[src/rtl/spi_pkg.sv]
// Shared types and constants for the mode-0, MSB-first SPI master.
package spi_pkg;

   typedef enum logic [2:0] {
      IDLE,
      SETUP,
      XFER,
      HOLD,
      GAP
   } spi_state_t;

   localparam int   MIN_HALF_DIV = 8;
   localparam logic CPOL         = 1'b0;
   localparam logic CPHA         = 1'b0;

endpackage

[src/rtl/spi_clk_div.sv]
// SCK half-period divider: div_cnt runs 0..HALF_DIV-1 and ticks on the last count.
module spi_clk_div #(
   parameter int HALF_DIV = 8
) (
   input  logic i_clk,
   input  logic i_rst,
   input  logic i_clear,
   output logic o_tick
);

   localparam int             CW   = $clog2(HALF_DIV);
   localparam logic [CW-1:0]  LAST = CW'(HALF_DIV - 1);

   logic [CW-1:0] r_div_cnt;

   always_ff @(posedge i_clk or posedge i_rst) begin
      if (i_rst) begin
         r_div_cnt <= '0;
      end else if (i_clear || (r_div_cnt == LAST)) begin
         r_div_cnt <= '0;
      end else begin
         r_div_cnt <= r_div_cnt + 1'b1;
      end
   end

   assign o_tick = !i_clear && (r_div_cnt == LAST);

endmodule

[src/rtl/spi_master.sv]
// Mode-0 SPI master: one byte per SSEL-low frame, MISO byte returned on an rx_valid pulse.
// Handshake: a byte is accepted on the clock edge where i_tx_valid && o_tx_ready are both high.
module spi_master
   import spi_pkg::*;
#(
   parameter int DATA_WIDTH = 8,
   parameter int HALF_DIV   = 8
) (
   input  logic                  i_clk,
   input  logic                  i_rst,
   input  logic [DATA_WIDTH-1:0] i_tx_data,
   input  logic                  i_tx_valid,
   output logic                  o_tx_ready,
   output logic [DATA_WIDTH-1:0] o_rx_data,
   output logic                  o_rx_valid,
   output logic                  o_busy,
   output logic                  o_sck,
   output logic                  o_mosi,
   input  logic                  i_miso,
   output logic                  o_ssel,
   output spi_state_t            o_dbg_state
);

   // Never divide faster than the slave's input synchronizer can follow.
   localparam int              HALF     = (HALF_DIV < MIN_HALF_DIV) ? MIN_HALF_DIV : HALF_DIV;
   localparam int              BCW      = $clog2(DATA_WIDTH);
   localparam logic [BCW-1:0]  LAST_BIT = BCW'(DATA_WIDTH - 1);

   spi_state_t            r_state;
   spi_state_t            w_next_state;
   logic [DATA_WIDTH-1:0] r_tx_shift;
   logic [DATA_WIDTH-1:0] r_rx_shift;
   logic [DATA_WIDTH-1:0] r_rx_data;
   logic [BCW-1:0]        r_bit_cnt;
   logic                  r_rx_valid;
   logic                  r_sck;
   logic                  r_ssel;
   logic                  r_miso_meta;
   logic                  r_miso_sync;
   logic                  w_tick;
   logic                  w_accept;
   logic                  w_sck_rise;
   logic                  w_sck_fall;
   logic                  w_shift;
   logic                  w_done;

   // Every exit from a busy state happens on a tick, where the counter wraps to 0,
   // so holding it clear in IDLE is enough to start each state from zero.
   spi_clk_div #(.HALF_DIV(HALF)) u_clk_div (
      .i_clk   (i_clk),
      .i_rst   (i_rst),
      .i_clear (r_state == IDLE),
      .o_tick  (w_tick)
   );

   always_ff @(posedge i_clk or posedge i_rst) begin
      if (i_rst) begin
         r_state <= IDLE;
      end else begin
         r_state <= w_next_state;
      end
   end

   always_comb begin
      w_next_state = r_state;
      w_accept     = 1'b0;
      w_sck_rise   = 1'b0;
      w_sck_fall   = 1'b0;
      w_shift      = 1'b0;
      w_done       = 1'b0;
      case (r_state)
         IDLE: begin
            if (i_tx_valid) begin
               w_accept     = 1'b1;
               w_next_state = SETUP;
            end
         end
         SETUP: begin
            if (w_tick) begin
               w_sck_rise   = 1'b1;
               w_next_state = XFER;
            end
         end
         XFER: begin
            if (w_tick) begin
               if (r_sck) begin
                  w_sck_fall = 1'b1;
                  if (r_bit_cnt < LAST_BIT) begin
                     w_shift = 1'b1;
                  end else begin
                     w_next_state = HOLD;
                  end
               end else begin
                  w_sck_rise = 1'b1;
               end
            end
         end
         HOLD: begin
            if (w_tick) begin
               w_done       = 1'b1;
               w_next_state = GAP;
            end
         end
         GAP: begin
            if (w_tick) begin
               w_next_state = IDLE;
            end
         end
         default: w_next_state = IDLE;
      endcase
   end

   // MOSI is the MSB of the transmit shifter, so it is registered and clears on reset.
   always_ff @(posedge i_clk or posedge i_rst) begin
      if (i_rst) begin
         r_tx_shift  <= '0;
         r_rx_shift  <= '0;
         r_rx_data   <= '0;
         r_bit_cnt   <= '0;
         r_rx_valid  <= 1'b0;
         r_sck       <= CPOL;
         r_ssel      <= 1'b1;
         r_miso_meta <= 1'b0;
         r_miso_sync <= 1'b0;
      end else begin
         r_miso_meta <= i_miso;
         r_miso_sync <= r_miso_meta;
         r_rx_valid  <= w_done;
         if (w_accept) begin
            r_tx_shift <= i_tx_data;
            r_ssel     <= 1'b0;
            r_bit_cnt  <= '0;
         end
         if (w_sck_rise) begin
            r_sck      <= !CPOL;
            r_rx_shift <= {r_rx_shift[DATA_WIDTH-2:0], r_miso_sync};
         end
         if (w_sck_fall) begin
            r_sck <= CPOL;
         end
         if (w_shift) begin
            r_tx_shift <= {r_tx_shift[DATA_WIDTH-2:0], 1'b0};
            r_bit_cnt  <= r_bit_cnt + 1'b1;
         end
         if (w_done) begin
            r_ssel    <= 1'b1;
            r_rx_data <= r_rx_shift;
         end
      end
   end

   assign o_tx_ready  = (r_state == IDLE);
   assign o_busy      = (r_state != IDLE);
   assign o_rx_data   = r_rx_data;
   assign o_rx_valid  = r_rx_valid;
   assign o_sck       = r_sck;
   assign o_mosi      = r_tx_shift[DATA_WIDTH-1];
   assign o_ssel      = r_ssel;
   assign o_dbg_state = r_state;

endmodule

[config.mk]
export PLATFORM = sky130hd
export DESIGN_NAME = spi_master
export DESIGN_NICKNAME = d
export VERILOG_FILES = /design/src/rtl/spi_pkg.sv /design/src/rtl/spi_clk_div.sv /design/src/rtl/spi_master.sv
export SDC_FILE = /design/constraint.sdc
export NUM_CORES = 1
export LEC_CHECK = 0
export CAP_MARGIN = 25
export CORE_MARGIN = 3
export CORE_UTILIZATION = 54
export CTS_BUF_LIST = sky130_fd_sc_hd__clkbuf_8
export DETAILED_ROUTE_END_ITERATION = 8
export HOLD_SLACK_MARGIN = 0.02
export PLACE_DENSITY = 0.88
export SLEW_MARGIN = 30
export SYNTH_ARGS = -nofsm -noshare
export SYNTH_HDL_FRONTEND = slang
export SYNTH_SLANG_ARGS = --single-unit
[constraint.sdc]
create_clock -name i_clk -period 2.6 [get_ports i_clk]
set_input_delay 0.65 -clock i_clk [delete_from_list [all_inputs] [get_ports i_clk]]
set_output_delay 0.65 -clock i_clk [all_outputs]
set_load 0.01 [all_outputs]
==> Word level (Yosys, flattened, before mapping) <==
Cells that the tools add are included.
{ "classes": {"muxes": 31, "addsub": 2, "eq_ne": 12, "n_reduce_logical": 9, "magnitude_cmp": 1} }
{ "op_table": {"columns": ["op", "count"], "rows": [
  ["3-bit 2-to-1 mux", 10],
  ["1-bit 2-to-1 mux", 17],
  ["8-bit 2-to-1 mux", 2],
  ["3-bit case mux with 5 select lines", 1],
  ["2-bit by 1-bit != test with 1-bit output, second input constant", 4],
  ["7-bit AND reduction", 1],
  ["3-bit by 1-bit adder with 3-bit output, second input constant", 2],
  ["3-bit by 2-bit == test with 1-bit output, second input constant", 2],
  ["3-bit == test, second input constant", 2],
  ["2-bit != test, second input constant", 3],
  ["2-bit nonzero test", 3],
  ["3-bit by 1-bit == test with 1-bit output, second input constant", 1],
  ["3-bit logical NOT", 1],
  ["3-bit less-than comparator, second input constant", 1],
  ["3-bit nonzero test", 1],
  ["1-bit case mux with 2 select lines", 1],
  ["1-bit logical AND", 1],
  ["1-bit logical NOT", 1],
  ["1-bit logical OR", 1]
]} }
{ "word_totals": {"word_cells": 66, "output_inout_bits": 17, "regBits": 38, "input_bits": 12} }

==> Depth between registers and ports, before layout <==
Gate-level depths: netlist of the first run.
{ "logic_depth": {"word_depth": 7, "ltp_mapped": 6} }

==> Hierarchy <==
A second synthesis of the first run with hierarchy kept.
{ "hier_totals": {"cells_unflattened": 124, "area_unflattened_um2": 1614.0} }
{ "modules_own_cells": {"columns": ["mod", "area_each_um2", "instances", "seq_area_each_um2", "cells_each"], "rows": [
  ["spi_master", 1483.9, 1, 877.1, 114],
  ["spi_clk_div", 130.1, 1, 75.1, 10]
]} }

==> Worst setup path before layout of the first run <==
Ideal clock, no wire load.
{ "synth_path": {"kind": "flip-flop to output port", "start": "register r_state[1], in the netlist o_dbg_state[1]", "end": "output o_busy", "arrival_ps": 1298, "path_stages_with_launch": 4, "required_time_ps": 1950, "slack_ps": 652, "path_cell_list": "dfrtp_1 -> clkbuf_1 -> nor3_1 -> inv_1"} }
{ "synth_between": {"elab_chain_len": 1} }
{ "synth_lines": {"columns": ["element", "line", "source"], "rows": [
  ["from (decl)", "spi_master.sv:29", "spi_state_t r_state;"],
  ["from (signal assigned)", "spi_master.sv:60", "r_state <= w_next_state;"],
  ["3-bit nonzero test", "spi_master.sv:153", "assign o_busy = (r_state != IDLE);"],
  ["to (decl)", "spi_master.sv:16", "output logic o_busy,"]
]} }
Every way passes these cells.

==> Worst setup path in the final report of the first run <==
{ "layout_path": {"start": "register r_state[2], in the netlist o_dbg_state[2]", "end": "output o_tx_ready"} }
{ "layout_between": {"elab_chain_len": 1} }
{ "layout_lines": {"columns": ["element", "line", "source"], "rows": [
  ["3-bit logical NOT", "spi_master.sv:152", "assign o_tx_ready = (r_state == IDLE);"],
  ["to (decl)", "spi_master.sv:13", "output logic o_tx_ready,"]
]} }
Every way passes these cells.

==> results of run 1 <==
layer usage:
metal  GRT usage [%]  vias to the layer above  wire length (µm)
met5               0                        -                 0
met4           9.394                        0                39
met3           4.612                        5               144
met2           30.97                       30              1504
met1           21.91                      521              1306
li1                -                      531                 -
power groups by stage:
| stage | logic [mW] | clock network (mW) | registers [mW] |
|---|---|---|---|
| finish | 0.598 | 0.404 | 0.849 |
| global route | 0.664 | 0.441 | 0.870 |
| CTS | 0.606 | 0.415 | 0.847 |
| detailed placement | 0.603 | 0 | 0.859 |
| global placement | 0.576 | 0 | 0.850 |
| floorplan | 0.346 | 0 | 0.861 |
state kept, by name, summed over array words and instances, names as in the netlist:
name                 count
r_miso_meta              1
r_miso_sync              1
o_rx_data                8
r_bit_cnt                3
o_sck                    1
o_ssel                   1
r_tx_shift               8
u_clk_div.r_div_cnt      3
o_dbg_state              3
o_rx_valid               1
r_rx_shift               8
worst paths after layout:
check                          startpoint       endpoint  slack (ps)
max reg2reg                o_dbg_state[0]   r_bit_cnt[1]         460
min reg2reg                   r_miso_meta    r_miso_sync         360
min in group asynchronous           i_rst  r_tx_shift[2]         770
min                           r_miso_meta    r_miso_sync         360
max                        o_dbg_state[2]     o_tx_ready         230
max in group asynchronous           i_rst         o_ssel        1480
worst register-to-register path: cells and delay by family, from the launching register on:
family                 cells  cell delay, ps
buffers and inverters      1             190
DFF                        1             420
muxes                      1             350
and+or+nand+nor            2            1070
synthesized netlist by cell type, types with 2 or more instances:
library cell / n
a2111oi_0: 2
a21oi_1: 9
and2_1: 2
buf_6: 2
clkbuf_1: 4
dfrtp_1: 37
ha_1: 3
inv_1: 3
mux2_2: 17
mux2i_1: 9
nand2_1: 3
nand2b_1: 3
nor2_1: 3
nor2b_1: 3
nor3_1: 2
nor3b_1: 2
nor4_1: 7
final cells by class:
class,instances,area (µm²)
multi-input cells,81,659.4
well taps,31,38.79
clock buffers,6,82.58
inverters,3,11.26
fillers,199,765.7
flip-flops and latches,38,952.2
repair buffers,32,310.3
clock inverters,2,8.758
through the flow:
step / worst slack, ps / power, mW / util (%)
6_report: 229.6 / 1.851 / 72.93
5_1_grt: 113.8 / 1.976 / 72.93
4_1_cts: 42.58 / 1.869 / 72.76
3_5_place_dp: 362.5 / 1.462 / 69.53
3_3_place_gp: 479.6 / 1.426 / 69.53
2_1_floorplan: 652.2 / 1.206 / -
cell families after synthesis:
group / synth area share (%)
mux: 17.93
flops: 57.56
fa+ha+maj: 2.270
buf+inv: 3.252
xor+xnor: 0.5296
simple gates: 12.18
compound gates: 6.278
==> impl_metrics.csv, run 1 <==
group,metric,value,unit
status,status,"complete, no violations",
sta,timing.final.hold_violations,0,
logic_synthesis,ys_seq_area_share,57.56,%
grt,grt_pass1_vias,1120,
final_layout,n_antenna_cell,0,
sta,setup_violations,0,
floorplanning,coreArea,2829,µm²
cts,clkTransAtPathRegs,80,ps
floorplanning,dieWidth,61.35,µm
critical_path,crit_chain,"nor3_2, clkdlybuf4s50_1",
final_layout,mostFrequentLayoutCells,"37 x dfrtp_1, 28 x clkdlybuf4s50_1, 17 x mux2_2",
grt,grtUsageTotal,18.41,%
critical_path,critical_path_depth,2,
sta,slew_violations,0,
routing,drt_iter0_markers,33,
logic_synthesis,yosysUniqueCellTypes,35,
critical_path,worst-r2r-cell-count,4,
pwr,power.switching,0.5651,mW
routing,wl,2.994,mm
critical_path,crit_path_max_fanout,10,
routing,drc,0,
logic_synthesis,ys_async_sr_fraction,100.0,%
placement,hpwl,2.058,mm
placement,place_area,1967,µm²
final_layout,postLayoutCellArea,2063,µm²
sta,fmax,421.9,MHz
final_layout,finalNonFillerCells,193,
pwr,ir_drop,0.6728,mV
floorplanning,dieArea,3763,µm²
pwr,p_per_area,897.4,nW/µm²
critical_path,setup.worst_path.start_class,"register",
cts,cts_tree,"done",
floorplanning,start_util,58.47,%
grt,grt_pass1_wl,4.947,mm
grt,antenna_found_initial,0,
routing,via_per_inst,5.632,
cts,cts_hold_buffers,0,
flow_run,maxCapViolCount,0,
final_layout,final_layout_size_suffix_gt1_share,20.99,%
sta,finalSetupTns,0,ps
sta,finalCritPeriodShare,91.17,%
floorplanning,die_h,61.35,µm
critical_path,critical-path-slowest-cell,"clkdlybuf4s50_1",
final_layout,syn2layout_area_growth,24.74,%
worst_hold_path,hold_path_class,"reg2reg",
logic_synthesis,synth_fp_nets,144,
critical_path,worst_ep_required_time,1950,ps
floorplanning,io_pins,29,
pwr,p_comb_share,32.3,%
pwr,clkPwrFrac,21.8,%
critical_path,crit_family,"buffers and inverters",
placement,io_buffers,28,
floorplanning,rows,19,
cts,clkLatencyLatePin,290,ps
pwr,p_int,1.286,mW
logic_synthesis,synth_area_leaders,"dfrtp_1 56%, mux2_2 12%, mux2i_1 5.4%",
grt,grt_max_degree,39,
sta,worst_pin_slew,655.6,ps
routing,drt-wirelength-per-cell,15.51,µm
placement,dp_cells,185,
pwr,sw_frac_of_total,30.52,%
critical_path,arrival,1720,ps
sta,finClkSkew,9.718,ps
cts,cts_max_level,2,
grt,grt-ovfl-total,0,
worst_hold_path,hold_depth,0,
critical_path,cp-end-kind,"output pin",
logic_synthesis,yosys_most_used_dff,"dfrtp_1",
cts,clk_path_buf_depth,2,
pwr,seqPwrFrac,45.9,%
critical_path,crit_buf_inv,1,
routing,firstDrtPassIters,4,
cts,cts_setup_buffers,0,
cts,cts.sinks,38,
logic_synthesis,synth_area_leader_cell,"dfrtp_1",
logic_synthesis,yosys_warnings,0,
cts,cts_buffers,5,
final_layout,mostFrequentLayoutCell,"dfrtp_1",
sta,finalCriticalPeriod,2370,ps
final_layout,nets,176,
pwr,leakage,0.9444,nW
routing,vias,1087,
logic_synthesis,synth.cell_area,1654,µm²
logic_synthesis,synth_edf_count,0,
sta,holdWs,357.1,ps
routing,drtAntennaViolNets,0,
cts,postCtsResizedCells,0,
logic_synthesis,syn_inst,129,
logic_synthesis,synth_top_area_share,55.98,%
critical_path,slowest_delay,600,ps
sta,rsz0062_at_grt,"false",
logic_synthesis,yosys_register_bits,38,
sta,relSlewSlack,56.00,%
critical_path,path_class,"reg2out",
placement,gp_congestion,0.8094,
cts,cts_root_buf,"clkbuf_8",
logic_synthesis,syn_avg_cell_area,12.82,µm²
Note: power is estimated with default switching activity, not from simulation.
==> inputs of run 2 (changes only) <==
--- a/config.mk
+++ b/config.mk
@@ -7,11 +7,11 @@
 export LEC_CHECK = 0
 export CAP_MARGIN = 25
 export CORE_MARGIN = 3
-export CORE_UTILIZATION = 54
+export CORE_UTILIZATION = 45
 export CTS_BUF_LIST = sky130_fd_sc_hd__clkbuf_8
 export DETAILED_ROUTE_END_ITERATION = 8
 export HOLD_SLACK_MARGIN = 0.02
-export PLACE_DENSITY = 0.88
+export PLACE_DENSITY = 0.77
 export SLEW_MARGIN = 30
 export SYNTH_ARGS = -nofsm -noshare
 export SYNTH_HDL_FRONTEND = slang
==> impl_metrics.csv, run 2 (synthesized netlist as in run 1, its figures left out) <==
group,metric,value,unit
cts,cts_buffers,5,
critical_path,crit_chain,"nor3_1, clkdlybuf4s50_1",
final_layout,final_layout_size_suffix_gt1_share,19.88,%
pwr,sw_frac_of_total,28.67,%
pwr,clkPwrFrac,26.1,%
routing,drt-wirelength-per-cell,14.25,µm
final_layout,mostFrequentLayoutCell,"dfrtp_1",
cts,cts_root_buf,"clkbuf_8",
status,status,"complete, no violations",
placement,gp_congestion,0.8523,
critical_path,setup.worst_path.start_class,"register",
sta,worst_pin_slew,680.5,ps
pwr,p_int,1.374,mW
floorplanning,rows,21,
pwr,p_per_area,919.9,nW/µm²
sta,slew_violations,0,
grt,grtUsageTotal,16.28,%
sta,finalCriticalPeriod,2386,ps
critical_path,worst_ep_required_time,1950,ps
routing,drt_iter0_markers,38,
final_layout,finalNonFillerCells,207,
pwr,leakage,0.9477,nW
cts,cts_tree,"done",
sta,finalCritPeriodShare,91.76,%
sta,relSlewSlack,54.33,%
grt,grt_pass1_wl,5.430,mm
critical_path,critical-path-slowest-cell,"clkdlybuf4s50_1",
sta,finalSetupTns,0,ps
floorplanning,io_pins,29,
floorplanning,dieArea,4439,µm²
placement,io_buffers,28,
cts,clkTransAtPathRegs,70,ps
critical_path,path_class,"reg2out",
pwr,power.switching,0.5524,mW
grt,grt_max_degree,39,
grt,antenna_found_initial,0,
sta,holdWs,355.6,ps
routing,via_per_inst,5.179,
placement,hpwl,2.053,mm
floorplanning,start_util,48.06,%
floorplanning,die_h,66.63,µm
flow_run,maxCapViolCount,0,
critical_path,cp-end-kind,"output pin",
routing,firstDrtPassIters,4,
floorplanning,dieWidth,66.63,µm
routing,drtAntennaViolNets,0,
final_layout,mostFrequentLayoutCells,"37 x dfrtp_1, 28 x clkdlybuf4s50_1, 17 x mux2_2",
final_layout,n_antenna_cell,0,
cts,cts.sinks,38,
cts,cts_setup_buffers,0,
cts,cts_hold_buffers,0,
critical_path,arrival,1740,ps
final_layout,nets,175,
worst_hold_path,hold_path_class,"reg2reg",
sta,setup_violations,0,
sta,finClkSkew,7.567,ps
sta,fmax,419.2,MHz
floorplanning,coreArea,3442,µm²
sta,rsz0062_at_grt,"false",
pwr,seqPwrFrac,45.9,%
routing,drc,0,
grt,grt-ovfl-total,0,
cts,cts_max_level,2,
routing,wl,2.949,mm
pwr,ir_drop,0.4098,mV
grt,grt_pass1_vias,1208,
final_layout,finish.utilization,60.85,%
critical_path,slowest_delay,600,ps
cts,clk_path_buf_depth,2,
sta,timing.final.hold_violations,0,
cts,postCtsResizedCells,0,
final_layout,syn2layout_area_growth,26.63,%
placement,dp_cells,199,
routing,vias,1072,
cts,clkLatencyLatePin,290,ps
critical_path,crit_path_max_fanout,12,
pwr,p_comb_share,28.1,%
-- run 2: stage by stage --
stage	power (mW)	setup WS, ps	instance area, µm²
finish	1.927	214.2	2095
CTS	1.960	186.3	2095
detailed placement	1.446	500.5	1978
floorplan	1.206	652.2	1654
global placement	1.420	556.2	1978
global route	2.058	118.8	2095
-- run 2: layer usage --
| layer | routed length (µm) | vias to the layer above | global-route usage (%) |
|---|---|---|---|
| met5 | 0 | - | 0 |
| met1 | 1258 | 521 | 19.65 |
| met3 | 143 | 5 | 5.396 |
| li1 | - | 524 | - |
| met2 | 1491 | 22 | 26.49 |
| met4 | 56 | 0 | 6.853 |
-- run 2: layout make-up --
class,count,area (µm²)
well taps,46,57.56
flip-flops and latches,38,952.2
fillers,289,1348
repair buffers,31,302.8
clock buffers,6,82.58
multi-input cells,81,654.4
clock inverters,2,33.78
inverters,3,11.26
-- run 2: power groups by stage --
stage	registers, mW	logic, mW	clock network, mW
finish	0.884	0.541	0.502
global route	0.910	0.598	0.550
CTS	0.886	0.553	0.521
detailed placement	0.896	0.550	0
global placement	0.885	0.535	0
floorplan	0.861	0.346	0
-- run 2: worst max-delay path, delay by kind of cell, from the launching register on --
kind	cells	cell delay [ps]
DFF	1	500
and+or+nand+nor	1	350
buffers and inverters	1	600
-- run 2: worst paths after layout --
path / start / end / slack (ps) / depth (start not counted)
worst max-delay path: o_dbg_state[1] / o_tx_ready / 210 / 2
worst min-delay path: r_miso_meta / r_miso_sync / 360 / 0
worst max register to register: u_clk_div.r_div_cnt[0] / r_bit_cnt[1] / 490 / 5
worst min register to register: r_miso_meta / r_miso_sync / 360 / 0
max in group asynchronous: i_rst / o_ssel / 1510 / 3
min in group asynchronous: i_rst / o_rx_valid / 760 / 3
==> inputs of run 3 (changes only) <==
--- a/config.mk
+++ b/config.mk
@@ -6,7 +6,6 @@
 export NUM_CORES = 1
 export LEC_CHECK = 0
 export CAP_MARGIN = 25
-export CORE_MARGIN = 3
 export CORE_UTILIZATION = 45
 export CTS_BUF_LIST = sky130_fd_sc_hd__clkbuf_8
 export DETAILED_ROUTE_END_ITERATION = 8
==> impl_metrics.csv, run 3 (synthesized netlist as in run 1, its figures left out) <==
group,metric,value,unit
placement,hpwl,2.160,mm
sta,finalCriticalPeriod,2365,ps
sta,finalSetupTns,0,ps
grt,grtUsageTotal,18.05,%
status,status,"complete, no violations",
cts,clkLatencyLatePin,290,ps
grt,grt_max_degree,39,
final_layout,nets,175,
cts,cts_max_level,2,
cts,clk_path_buf_depth,2,
cts,cts_hold_buffers,0,
critical_path,worst_ep_required_time,1950,ps
final_layout,n_antenna_cell,0,
cts,cts_root_buf,"clkbuf_8",
final_layout,seq_area,952.2,µm²
critical_path,arrival,1720,ps
placement,place_area,1978,µm²
final_layout,syn2layout_area_growth,25.42,%
sta,worst_pin_slew,689.6,ps
final_layout,finalNonFillerCells,207,
cts,cts.sinks,38,
floorplanning,dieArea,3922,µm²
sta,timing.final.hold_violations,0,
cts,clkTransAtPathRegs,70,ps
routing,firstDrtPassIters,4,
final_layout,finish.utilization,60.73,%
sta,setup_violations,0,
cts,cts_tree,"done",
placement,io_buffers,28,
pwr,ir_drop,0.5203,mV
sta,slew_violations,0,
sta,fmax,422.8,MHz
floorplanning,coreArea,3416,µm²
grt,grt-ovfl-total,0,
floorplanning,rows,21,
grt,grt_pass1_wl,5.457,mm
final_layout,fillers,277,
grt,antenna_found_initial,0,
flow_run,maxCapViolCount,0,
routing,drc,0,
floorplanning,die_h,62.63,µm
final_layout,mostFrequentLayoutCells,"37 x dfrtp_1, 28 x clkdlybuf4s50_1, 17 x mux2_2",
critical_path,cp-end-kind,"output pin",
routing,drt-wirelength-per-cell,14.81,µm
grt,grt_pass1_vias,1180,
critical_path,setup.worst_path.start_class,"register",
placement,gp_congestion,0.7490,
floorplanning,start_util,48.42,%
pwr,p_per_area,890.2,nW/µm²
placement,dp_cells,199,
routing,vias,1103,
routing,wl,3.065,mm
critical_path,path_class,"reg2out",
pwr,leakage,0.9398,nW
sta,relSlewSlack,53.72,%
sta,finalCritPeriodShare,90.98,%
routing,drtAntennaViolNets,0,
routing,drt_iter0_markers,51,
routing,via_per_inst,5.329,
floorplanning,dieWidth,62.63,µm
floorplanning,io_pins,29,
final_layout,final_layout_size_suffix_gt1_share,20.50,%
final_layout,mostFrequentLayoutCell,"dfrtp_1",
sta,finClkSkew,7.769,ps
sta,rsz0062_at_grt,"false",
cts,cts_buffers,5,
critical_path,crit_path_max_fanout,13,
worst_hold_path,hold_path_class,"reg2reg",
pwr,p_total,1.847,mW
final_layout,multiInputGateArea,659.4,µm²
final_layout,postLayoutCellArea,2074,µm²
-- run 3: path summary, 6_finish.rpt --
path / startpoint / end / cells past startpoint / slack [ps]
worst max register to register: u_clk_div.r_div_cnt[0] / r_bit_cnt[1] / 5 / 390
worst max-delay path: o_dbg_state[0] / o_tx_ready / 2 / 230
min in group asynchronous: i_rst / o_rx_valid / 3 / 760
max in group asynchronous: i_rst / o_ssel / 3 / 1500
worst min-delay path: r_miso_meta / r_miso_sync / 0 / 360
worst min register to register: r_miso_meta / r_miso_sync / 0 / 360
-- run 3: final cells by class --
cell class | instances | share of cell area [%]
repair buffers | 31 | 14.60
well taps | 46 | 2.774
flip-flops and latches | 38 | 45.90
clock inverters | 2 | 0.4222
inverters | 3 | 0.5428
clock buffers | 6 | 3.981
multi-input cells | 81 | 31.79
-- run 3: where the power goes --
group	internal [mW]	total, mW	leakage (nW)	switching (mW)
sequential	0.751	0.868	0.489	0.117
combinational	0.317	0.571	0.398	0.254
clock	0.210	0.408	0.0524	0.198
total	1.28	1.85	0.940	0.569
-- run 3: timing repair --
action                                  in CTS  in global routing
endpoints found under the setup margin       0                  2
setup buffers                                0                  0
gates resized for setup                      0                  1
-- run 3: stage by stage --
stage          setup slack [ps]  hold slack (ps)
5_1_grt                   140.7            375.0
2_1_floorplan             652.2            331.2
3_3_place_gp              468.2            332.9
6_report                  234.6            356.7
3_5_place_dp              336.5            345.7
4_1_cts                   21.35            362.3
-- run 3: per-layer routing --
metal  wire length, µm  global-route usage, %  share of wire, %  vias up
li1                  -                      -                 -      526
met1              1364                  22.97                45      544
met2              1523                  28.40                50       26
met3               119                  4.380               3.9        7
met5                 0                      0                 0        -
met4                57                  9.593               1.9        0
-- run 3: worst max-delay path: stages (launching register included) --
cell	delay [ps]
dfrtp_1	520
nor3_2	310
clkdlybuf4s50_1	600
